`config.mk`:
```
export PLATFORM = sky130hd
export DESIGN_NAME = pwm_generator_mc
export DESIGN_NICKNAME = d
export VERILOG_FILES = /design/src/rtl/pwm_generator_mc.sv
export SDC_FILE = /design/constraint.sdc
export NUM_CORES = 1
export LEC_CHECK = 0
export CAP_MARGIN = 20
export CORE_MARGIN = 3
export CORE_UTILIZATION = 24
export CTS_BUF_LIST = sky130_fd_sc_hd__clkbuf_2 sky130_fd_sc_hd__clkbuf_4 sky130_fd_sc_hd__clkbuf_8
export CTS_CLUSTER_SIZE = 30
export DETAILED_ROUTE_END_ITERATION = 8
export PLACE_DENSITY_LB_ADDON = 0.2
export SLEW_MARGIN = 30
export SYNTH_ARGS = -nofsm -noshare
export SYNTH_HDL_FRONTEND = slang
export SYNTH_SLANG_ARGS = --single-unit
```
`constraint.sdc`:
```
create_clock -name clk -period 4.17 [get_ports clk]
set_input_delay 0.834 -clock clk [delete_from_list [all_inputs] [get_ports clk]]
set_output_delay 0.834 -clock clk [all_outputs]
set_load 0.03 [all_outputs]
```
`src/rtl/pwm_generator_mc.sv`:
```
// Multi-channel PWM generator with a one-deep shadowed duty register per period.
// Optional build macro PWM_CENTER_ALIGN_EN selects an up/down (centre-aligned) step counter.
module pwm_generator_mc #(
    parameter int CHANNELS         = 2,
    parameter int PWM_BITS         = 6,
    parameter int CLKS_IN_PWM_STEP = 10
) (
    input  logic                         clk,
    input  logic                         rst,
    input  logic                         enable,
    input  logic [CHANNELS*PWM_BITS-1:0] duty_in,
    input  logic                         duty_valid,
    output logic                         duty_ready,
    output logic                         symbol,
    output logic [CHANNELS-1:0]          pwm,
    output logic                         underrun
);

    localparam int PRESC_W = (CLKS_IN_PWM_STEP > 1) ? $clog2(CLKS_IN_PWM_STEP) : 1;
    localparam logic [PRESC_W-1:0]  PRESC_MAX = PRESC_W'(CLKS_IN_PWM_STEP - 1);
    localparam logic [PWM_BITS-1:0] CNT_MAX   = '1;

    logic [PRESC_W-1:0]           presc;
    logic [PWM_BITS-1:0]          cnt;
    logic [CHANNELS*PWM_BITS-1:0] active_duty;
    logic [CHANNELS*PWM_BITS-1:0] shadow;
    logic                         full;

    logic                         step_tick;
    logic                         boundary;
    logic                         accept;
    logic                         full_nxt;
    logic [CHANNELS-1:0]          pwm_p0;

`ifdef PWM_CENTER_ALIGN_EN
    logic                         dir_down;
`endif

    // Stage p0: timebase decode and handshake bookkeeping
    always_comb begin
        step_tick = enable && (presc == PRESC_MAX);
`ifdef PWM_CENTER_ALIGN_EN
        boundary  = step_tick && dir_down && (cnt == '0);
`else
        boundary  = step_tick && (cnt == CNT_MAX);
`endif
        accept    = duty_valid && duty_ready;

        // Consume first, then capture, so a sample landing on an empty-shadow
        // boundary is held for the next period rather than bypassed.
        full_nxt = full;
        if (boundary) begin
            full_nxt = 1'b0;
        end
        if (accept) begin
            full_nxt = 1'b1;
        end
    end

    always_comb begin
        pwm_p0 = '0;
        for (int k = 0; k < CHANNELS; k++) begin
            pwm_p0[k] = enable && (cnt < active_duty[k*PWM_BITS +: PWM_BITS]);
        end
    end

    always_ff @(posedge clk or negedge rst) begin
        if (!rst) begin
            presc <= '0;
            cnt   <= '0;
`ifdef PWM_CENTER_ALIGN_EN
            dir_down <= 1'b0;
`endif
        end else if (!enable) begin
            presc <= '0;
            cnt   <= '0;
`ifdef PWM_CENTER_ALIGN_EN
            dir_down <= 1'b0;
`endif
        end else begin
            presc <= step_tick ? '0 : presc + 1'b1;
            if (step_tick) begin
`ifdef PWM_CENTER_ALIGN_EN
                // Both ends are held for one extra step so the period is 2*2^PWM_BITS.
                if (!dir_down) begin
                    if (cnt == CNT_MAX) begin
                        dir_down <= 1'b1;
                    end else begin
                        cnt <= cnt + 1'b1;
                    end
                end else begin
                    if (cnt == '0) begin
                        dir_down <= 1'b0;
                    end else begin
                        cnt <= cnt - 1'b1;
                    end
                end
`else
                cnt <= cnt + 1'b1;
`endif
            end
        end
    end

    // Stage p1: registered duty state and outputs
    always_ff @(posedge clk or negedge rst) begin
        if (!rst) begin
            active_duty <= '0;
            shadow      <= '0;
            full        <= 1'b0;
            duty_ready  <= 1'b0;
            symbol      <= 1'b0;
            underrun    <= 1'b0;
            pwm         <= '0;
        end else begin
            full       <= full_nxt;
            duty_ready <= !full_nxt;
            if (accept) begin
                shadow <= duty_in;
            end
            if (boundary && full) begin
                active_duty <= shadow;
            end
            symbol   <= boundary;
            underrun <= boundary && !full;
            pwm      <= pwm_p0;
        end
    end

endmodule

```
==> run_results.csv, run 1 <==
group,metric,value,unit
yosys,async_flop_share,1.00,
global_routing,antenna_found_initial,0,
clocking,cts_tree,"built",
yosys,yosysTopAreaCell,"dfrtp_1",
finish,diodes,0,
sta,fin_crit,2.59,ns
sta,fin_skew,0.00713,ns
worst_setup_path,critical_path_required,4.34,ns
worst_setup_path,crit_type,"in2reg",
clocking,path_clk_slew,0.07,ns
sta,hold_ws,0.462,ns
yosys,ys_ff_latch,40,
clocking,clock-sinks,40,
worst_setup_path,slowest_delay,0.65,ns
clocking,clockRootBuffer,"clkbuf_8",
clocking,clock_latency,0.29,ns
worst_setup_path,timing.rr.start,"presc[1]",
min_path,min_from,"full",
routing,drtIter0Drc,15,
global_routing,grt_pass1_vias,1139,
sta,finalSetupViolations,0,
routing,num_vias,1091,
sta,worst_pin_slew,0.513,ns
floorplanning,fp.dieW,94.9,µm
sta,fin_crit_sh,0.622,
placed_design,port_buffers,20,
yosys,synth_area,1900,µm²
floorplanning,start_util,0.255,
clocking,hold_buffers,0,
routing,wl_per_cell,11.3,µm
sta,hold_viol,0,
routing,drt_wl_total,3070,µm
run,maxCapViolations,0,
global_routing,grt_max_degree,41,
worst_setup_path,cp-end-kind,"flop",
clocking,cts_made_buffers,5,
global_routing,grt_remaining_overflow,0,
yosys,ys.flop_type,"dfrtp_1",
sta,fmax,386,MHz
global_routing,track_usage,0.0775,
yosys,synth_top_cells_by_area,"dfrtp_1 53%, ha_1 8.6%, mux2_2 8.3%",
clocking,clk_path_buf_depth,2,
yosys,ys_types,28,
placed_design,dpl.hpwl,2320,µm
floorplanning,ios,21,
placed_design,gp_congestion,0.689,
routing,ant_nets,0,
worst_setup_path,path_cells,"clkdlybuf4s50_1, nand3_1, or3_4, nor2_4, mux2_2",
pwr,powerDensity,369,nW/µm²
floorplanning,core-area,7450,µm²
worst_setup_path,cp_slowest_cell,"clkdlybuf4s50_1",
routing,routed_via_density,4.01,
floorplanning,row_count,31,
yosys,synth_top_area_frac,0.528,
yosys,synth_most_common_cell,"dfrtp_1",
sta,slew_headroom,0.657,
floorplanning,dieArea,9010,µm²
worst_setup_path,start_kind,"input port",
clocking,h-tree-depth,2,
pwr,power_leakage,1.05,nW
sta,setup_tns,0,ns
worst_setup_path,worst_ep_arrival_time,2.76,ns
min_path,hold_path_class,"reg2reg",
yosys,yosysSeqAreaShare,0.528,
yosys,synth_edf_count,0,
status,outcome,"finished, final reports clean",
yosys,ys_warn_count,0,
worst_setup_path,startpoint,"enable",
worst_setup_path,path_max_fanout,12,
worst_setup_path,worst-path-buf-inv,1,
global_routing,grt_first_pass_wirelength,5270,µm
floorplanning,die_height,94.9,µm
finish,utilization,0.309,
yosys,synthCells,148,
routing,dr.pass1.iters,4,
clocking,ctsResizeCount,0,
finish,drive_above_1_share,0.220,
finish,final_net_count,201,
routing,drc,0,
yosys,synth_common_cells,"40 x dfrtp_1, 15 x inv_1, 14 x mux2_2",
worst_setup_path,critPathTopFamily,"simple AND/OR/NAND/NOR gates",
yosys,syn-mean-instance-area,12.8,µm²
yosys,synth_fp_nets,177,
clocking,cts_setup_buffers,0,
sta,rsz0062_at_grt,"no",
pwr,vdd_ir_drop_max,167,µV
finish,synthToLayoutAreaGrowth,21.4,%
sta,drv_slew,0,
==> cells by family after synthesis <==
family                     after synthesis  synth area share
AOI/OAI and AO/OA                       10            0.0330
xor gates and xnor gates                 4            0.0185
adders and majority gates               13            0.0858
buffers and inverters                   18            0.0442
DFF                                     40             0.528
muxes                                   25             0.168
and+or+nand+nor                         38             0.123
==> per-layer routing <==
metal	GRT usage	part of all wire	up-vias
met3	0.0239	0.037	5
li1	-	-	544
met2	0.115	0.45	14
met5	0	0	-
met4	0.0361	0.015	0
met1	0.103	0.50	528
==> registers in the layout, summed over array words and instances (netlist names) <==
| name | count |
|---|---|
| pwm | 2 |
| duty_ready | 1 |
| shadow | 12 |
| presc | 4 |
| symbol | 1 |
| active_duty | 12 |
| underrun | 1 |
| cnt | 6 |
| full | 1 |
==> report_power, final <==
group / switching (W) / total [W] / internal, W
Clock: 0.000126 / 0.000310 / 0.000184
Combinational: 0.0000284 / 0.0000800 / 0.0000516
Sequential: 0.0000244 / 0.000459 / 0.000434
Total: 0.000179 / 0.000849 / 0.000670
==> layout make-up <==
cell class              count  area [µm²]
fillers                   769        5140
flip-flops and latches     40        1000
inverters                  15        56.3
clock buffers               6        76.3
clock inverters             2        35.0
multi-input cells          90         812
well taps                  99         124
repair buffers             20         198
==> placed cells by master, fill, tap and decap left out, types with 3 or more instances in the layout <==
cell,count
dfrtp_1,40
clkdlybuf4s50_1,19
inv_1,15
mux2_2,14
ha_1,13
mux2_4,10
nor2_1,7
nand2_1,5
nand3_1,5
clkbuf_8,5
and2_1,4
nor2b_1,3
nand2b_1,3
nor3_1,3
a21boi_0,3
o21ai_0,3
==> final timing paths <==
check                                 end  slack (ns)  cells past startpoint
min in group asynchronous      shadow[11]        0.51                      1
max in group asynchronous          cnt[5]        3.31                      1
min                              underrun        0.46                      1
max                        active_duty[4]        1.58                      5
min reg2reg                      underrun        0.46                      1
max reg2reg                active_duty[4]        1.99                      6
==> stage by stage <==
step | total power [W] | cells | setup WS [ns] | area (µm²)
after floorplan | 0.000511 | 148 | 2.23 | 1900
after global placement | 0.000545 | 264 | 1.31 | 2190
after detailed placement | 0.000549 | 264 | 1.24 | 2190
after CTS | 0.000864 | 272 | 1.55 | 2300
after global routing | 0.000896 | 272 | 1.45 | 2300
final | 0.000849 | 272 | 1.58 | 2300
(Power assumes the default switching activity.)
==> run 2: changes to the inputs <==
==> constraint.sdc (replaced) <==
create_clock -name clk -period 2.3 [get_ports clk]
set_input_delay 0.46 -clock clk [delete_from_list [all_inputs] [get_ports clk]]
set_output_delay 0.46 -clock clk [all_outputs]
set_load 0.03 [all_outputs]
==> run_results.csv, run 2 (same netlist as run 1, synthesis figures left out) <==
group,metric,value,unit
status,outcome,"finished, final reports clean",
floorplanning,row_count,31,
routing,dr.pass1.iters,2,
worst_setup_path,path_cells,"inv_1, ha_1, nand4b_4, or3_4, nor2_4, buf_12, mux2_4",
finish,synthToLayoutAreaGrowth,22.8,%
clocking,clock_latency,0.29,ns
clocking,cts_setup_buffers,0,
placed_design,port_buffers,20,
routing,ant_nets,0,
sta,timing.final.ws_setup,0.253,ns
finish,largestRegisters,"active_duty: 12 flops, shadow: 12 flops, cnt: 6 flops",
routing,drtIter0Drc,46,
finish,final_net_count,203,
worst_setup_path,path_max_fanout,10,
clocking,path_clk_slew,0.08,ns
worst_setup_path,start_kind,"flop",
sta,worst_pin_slew,0.559,ns
sta,fin_crit_sh,0.890,
pwr,p_sw,0.000334,W
sta,drv_slew,0,
pwr,powerDensity,665,nW/µm²
clocking,cts_tree,"built",
floorplanning,dieArea,9010,µm²
placed_design,dp.cells,266,
floorplanning,fp.dieW,94.9,µm
finish,layout_commonest_cell,"dfrtp_1",
finish,diodes,0,
min_path,hold_path_class,"in2async",
worst_setup_path,slowest_delay,0.45,ns
pwr,pwr-share-seq,0.537,
pwr,vdd_ir_drop_max,338,µV
sta,slew_headroom,0.627,
global_routing,grt_first_pass_wirelength,5790,µm
pwr,power.clock.fraction,0.368,
global_routing,antenna_found_initial,0,
clocking,cts_made_buffers,5,
clocking,clk_path_buf_depth,2,
pwr,swShare,0.215,
floorplanning,die_height,94.9,µm
finish,mostFrequentLayoutCells,"40 x dfrtp_1, 19 x clkdlybuf4s50_1, 15 x inv_1, 14 x mux2_2, 13 x ha_1",
routing,wl_per_cell,12.0,µm
floorplanning,start_util,0.255,
clocking,hold_buffers,0,
pwr,power,0.00155,W
finish,finalNonFillerCells,274,
routing,drc,0,
sta,fin_skew,0.00723,ns
clocking,h-tree-depth,2,
global_routing,grt_max_degree,41,
clocking,clockRootBuffer,"clkbuf_8",
routing,drt_wl_total,3300,µm
pwr,internal_power,0.00122,W
finish,drive_above_1_share,0.229,
sta,fmax,488,MHz
worst_setup_path,critPathTopFamily,"simple AND/OR/NAND/NOR gates",
sta,finalSetupViolations,0,
routing,num_vias,1127,
clocking,ctsResizeCount,0,
placed_design,gp_congestion,0.736,
sta,rsz0062_at_grt,"no",
global_routing,track_usage,0.0842,
worst_setup_path,worst-path-buf-inv,2,
placed_design,dpl.hpwl,2500,µm
global_routing,grt_remaining_overflow,0,
run,maxCapViolations,0,
sta,hold_viol,0,
finish,fill_cells,760,
floorplanning,core-area,7450,µm²
worst_setup_path,cp_slowest_cell,"or3_4",
pwr,pwr-share-comb,0.095,
sta,fin_crit,2.05,ns
floorplanning,ios,21,
global_routing,grt_pass1_vias,1265,
worst_setup_path,critical_path_required,2.48,ns
clocking,clock-sinks,40,
worst_setup_path,crit_type,"reg2reg",
routing,routed_via_density,4.11,
pwr,power_leakage,1.06,nW
sta,setup_tns,0,ns
worst_setup_path,worst_ep_arrival_time,2.23,ns
placed_design,pre_cts_ws,0.162,ns
worst_setup_path,cp-end-kind,"flop",
-- run 2: path summary, 6_finish.rpt --
check | end | slack [ns] | start | cells past startpoint
max | active_duty[1] | 0.25 | presc[1] | 7
min in group clk | underrun | 0.46 | full | 1
min | shadow[11] | 0.14 | rst | 1
max reg2reg | active_duty[1] | 0.25 | presc[1] | 7
max in group asynchronous | presc[3] | 1.82 | rst | 1
min reg2reg | underrun | 0.46 | full | 1
-- run 2: metal layers --
metal / vias to the layer above / share of wire / global-route usage
met3: 8 / 0.032 / 0.0239
li1: 555 / - / -
met2: 16 / 0.49 / 0.141
met1: 548 / 0.45 / 0.102
met5: - / 0 / 0
met4: 0 / 0.017 / 0.0325
-- run 2: power groups by stage --
| stage | sequential [W] | combinational [W] | clock [W] |
|---|---|---|---|
| floorplan | 0.000834 | 0.0000929 | 0 |
| global placement | 0.000844 | 0.000145 | 0 |
| detailed placement | 0.000848 | 0.000151 | 0 |
| CTS | 0.000834 | 0.000152 | 0.000591 |
| global route | 0.000844 | 0.000166 | 0.000617 |
| finish | 0.000832 | 0.000147 | 0.000570 |
-- run 2: metrics by stage --
step | cell area, µm² | utilization | hold WS (ns)
detailed placement | 2220 | 0.298 | 0.449
floorplan | 1900 | - | 0.164
finish | 2330 | 0.313 | 0.135
global placement | 2220 | 0.298 | 0.443
global route | 2330 | 0.313 | 0.171
CTS | 2330 | 0.313 | 0.314
-- run 2: final cells by class --
type / count / area, µm² / area share
multi-input combinational: 90 / 812 / 0.349
timing repair buffer: 22 / 225 / 0.0967
tap: 99 / 124 / 0.0532
clock buffer: 6 / 76.3 / 0.0328
clock inverter: 2 / 35.0 / 0.0150
inverter: 15 / 56.3 / 0.0242
sequential: 40 / 1000 / 0.430
-- run 2: worst reg2reg max path, stage by stage (launching register included) --
cell,delay (ns)
dfrtp_1,0.40
inv_1,0.07
ha_1,0.24
nand4b_4,0.15
or3_4,0.45
nor2_4,0.15
buf_12,0.16
mux2_4,0.31
==> run 3: changes to the inputs <==
--- a/config.mk
+++ b/config.mk
@@ -6,6 +6,8 @@
 export NUM_CORES = 1
 export LEC_CHECK = 0
 export CAP_MARGIN = 20
+export CELL_PAD_IN_SITES_DETAIL_PLACEMENT = 0
+export CELL_PAD_IN_SITES_GLOBAL_PLACEMENT = 1
 export CORE_MARGIN = 3
 export CORE_UTILIZATION = 24
 export CTS_BUF_LIST = sky130_fd_sc_hd__clkbuf_2 sky130_fd_sc_hd__clkbuf_4 sky130_fd_sc_hd__clkbuf_8
==> constraint.sdc (replaced) <==
create_clock -name clk -period 2.6 [get_ports clk]
set_input_delay 0.52 -clock clk [delete_from_list [all_inputs] [get_ports clk]]
set_output_delay 0.52 -clock clk [all_outputs]
set_load 0.03 [all_outputs]
==> run_results.csv, run 3 (same netlist as run 1, synthesis figures left out) <==
group,metric,value,unit
worst_setup_path,path_cells,"inv_1, ha_1, nand4b_4, or3_4, nor2_4, mux2_2",
worst_setup_path,timing.rr.end,"active_duty[4]",
finish,drive_above_1_share,0.220,
status,outcome,"finished, final reports clean",
floorplanning,die_height,94.9,µm
routing,drtIter0Drc,39,
clocking,h-tree-depth,2,
worst_setup_path,worstSetupEndpoint,"active_duty[4]",
finish,utilization,0.306,
finish,final_cell_area,2280,µm²
sta,finalSetupViolations,0,
finish,mostFrequentLayoutCells,"40 x dfrtp_1, 19 x clkdlybuf4s50_1, 15 x inv_1, 14 x mux2_2, 13 x ha_1",
floorplanning,dieArea,9010,µm²
worst_setup_path,worst-path-stages,6,
clocking,clockRootBuffer,"clkbuf_8",
clocking,ctsResizeCount,0,
routing,drc,0,
routing,dr.pass1.iters,4,
routing,wl_per_cell,12.3,µm
floorplanning,row_count,31,
worst_setup_path,worst-path-buf-inv,1,
routing,routed_via_density,4.00,
worst_setup_path,critical_path_required,2.77,ns
worst_setup_path,slowest_delay,0.45,ns
worst_setup_path,crit_type,"reg2reg",
placed_design,port_buffers,20,
sta,rsz0062_at_grt,"no",
floorplanning,start_util,0.255,
clocking,clock-sinks,40,
worst_setup_path,ff2ff_path_depth,6,
finish,final_net_count,202,
finish,diodes,0,
worst_setup_path,worst_ep_arrival_time,2.35,ns
finish,largestRegisters,"active_duty: 12 flops, shadow: 12 flops, cnt: 6 flops",
clocking,clock_latency,0.28,ns
sta,fin_crit_sh,0.838,
worst_setup_path,startpoint,"presc[1]",
worst_setup_path,start_kind,"flop",
routing,ant_nets,0,
floorplanning,core-area,7450,µm²
placed_design,gp_congestion,0.710,
run,maxCapViolations,0,
finish,layout_commonest_cell,"dfrtp_1",
global_routing,antenna_found_initial,0,
clocking,cts_made_buffers,5,
routing,drt-met1-wl,1580,µm
global_routing,grt_first_pass_wirelength,5800,µm
placed_design,dpl.hpwl,2500,µm
sta,hold_ws,0.207,ns
min_path,hold_path_class,"in2async",
sta,slew_headroom,0.632,
global_routing,grt_max_degree,41,
floorplanning,fp.dieW,94.9,µm
placed_design,place_area,2200,µm²
worst_setup_path,critPathTopFamily,"simple AND/OR/NAND/NOR gates",
sta,hold_viol,0,
clocking,path_clk_slew,0.07,ns
routing,num_vias,1087,
clocking,cts_tree,"built",
sta,fmax,459,MHz
sta,worst_pin_slew,0.551,ns
routing,routed.top_layer,"met4",
pwr,vdd_ir_drop_max,294,µV
pwr,power_leakage,1.04,nW
routing,wl_met2,1570,µm
worst_setup_path,timing.rr.start,"presc[1]",
worst_setup_path,cp_slowest_cell,"or3_4",
worst_setup_path,path_max_fanout,12,
finish,synthToLayoutAreaGrowth,20.2,%
global_routing,grt_remaining_overflow,0,
worst_setup_path,r2r_slack,0.42,ns
global_routing,grt_pass1_vias,1185,
clocking,hold_buffers,0,
sta,fin_crit,2.18,ns
routing,drt_wl_total,3340,µm
floorplanning,ios,21,
clocking,clk_path_buf_depth,2,
sta,setup_tns,0,ns
clocking,cts_setup_buffers,0,
worst_setup_path,cp-end-kind,"flop",
sta,drv_slew,0,
global_routing,track_usage,0.0846,
sta,fin_skew,0.00329,ns
pwr,powerDensity,553,nW/µm²
routing,dr_wl_met3,151,µm
-- run 3: cell types whose count changed in the layout (fill, tap and decap cells not counted) --
cell / previous run / this run
buf_12: 1 / 0
bufinv_16: 1 / 0
-- run 3: cell type report --
| cell class | count | area, µm² |
|---|---|---|
| fillers | 775 | 5170 |
| multi-input cells | 90 | 812 |
| repair buffers | 21 | 205 |
| well taps | 99 | 124 |
| clock inverters | 1 | 5.00 |
| clock buffers | 6 | 76.3 |
| inverters | 15 | 56.3 |
| flip-flops and latches | 40 | 1000 |
-- run 3: worst min path at each step --
stage	end	cells past startpoint	start	slack (ns)
detailed placement	underrun	1	full	0.46
floorplan	active_duty[0]	0	rst	0.22
finish	shadow[7]	1	rst	0.21
global route	shadow[3]	1	rst	0.23
global placement	underrun	1	full	0.46
CTS	shadow[4]	1	rst	0.39
-- run 3: through the flow --
step	power [W]	std cells	setup WS, ns
finish	0.00126	272	0.422
global route	0.00134	272	0.308
CTS	0.00128	272	0.385
detailed placement	0.000884	265	0.216
global placement	0.000878	265	0.234
floorplan	0.000820	148	0.718
-- run 3: layer usage --
| layer | track usage | vias to the layer above |
|---|---|---|
| met3 | 0.0311 | 2 |
| met2 | 0.131 | 16 |
| met4 | 0.0325 | 0 |
| li1 | - | 544 |
| met5 | 0 | - |
| met1 | 0.107 | 525 |
-- run 3: where the power goes --
group	internal, W	leakage (nW)	switching, W
logic	0.0000837	0.472	0.0000467
clock network	0.000193	0.0445	0.000201
registers	0.000697	0.525	0.0000389
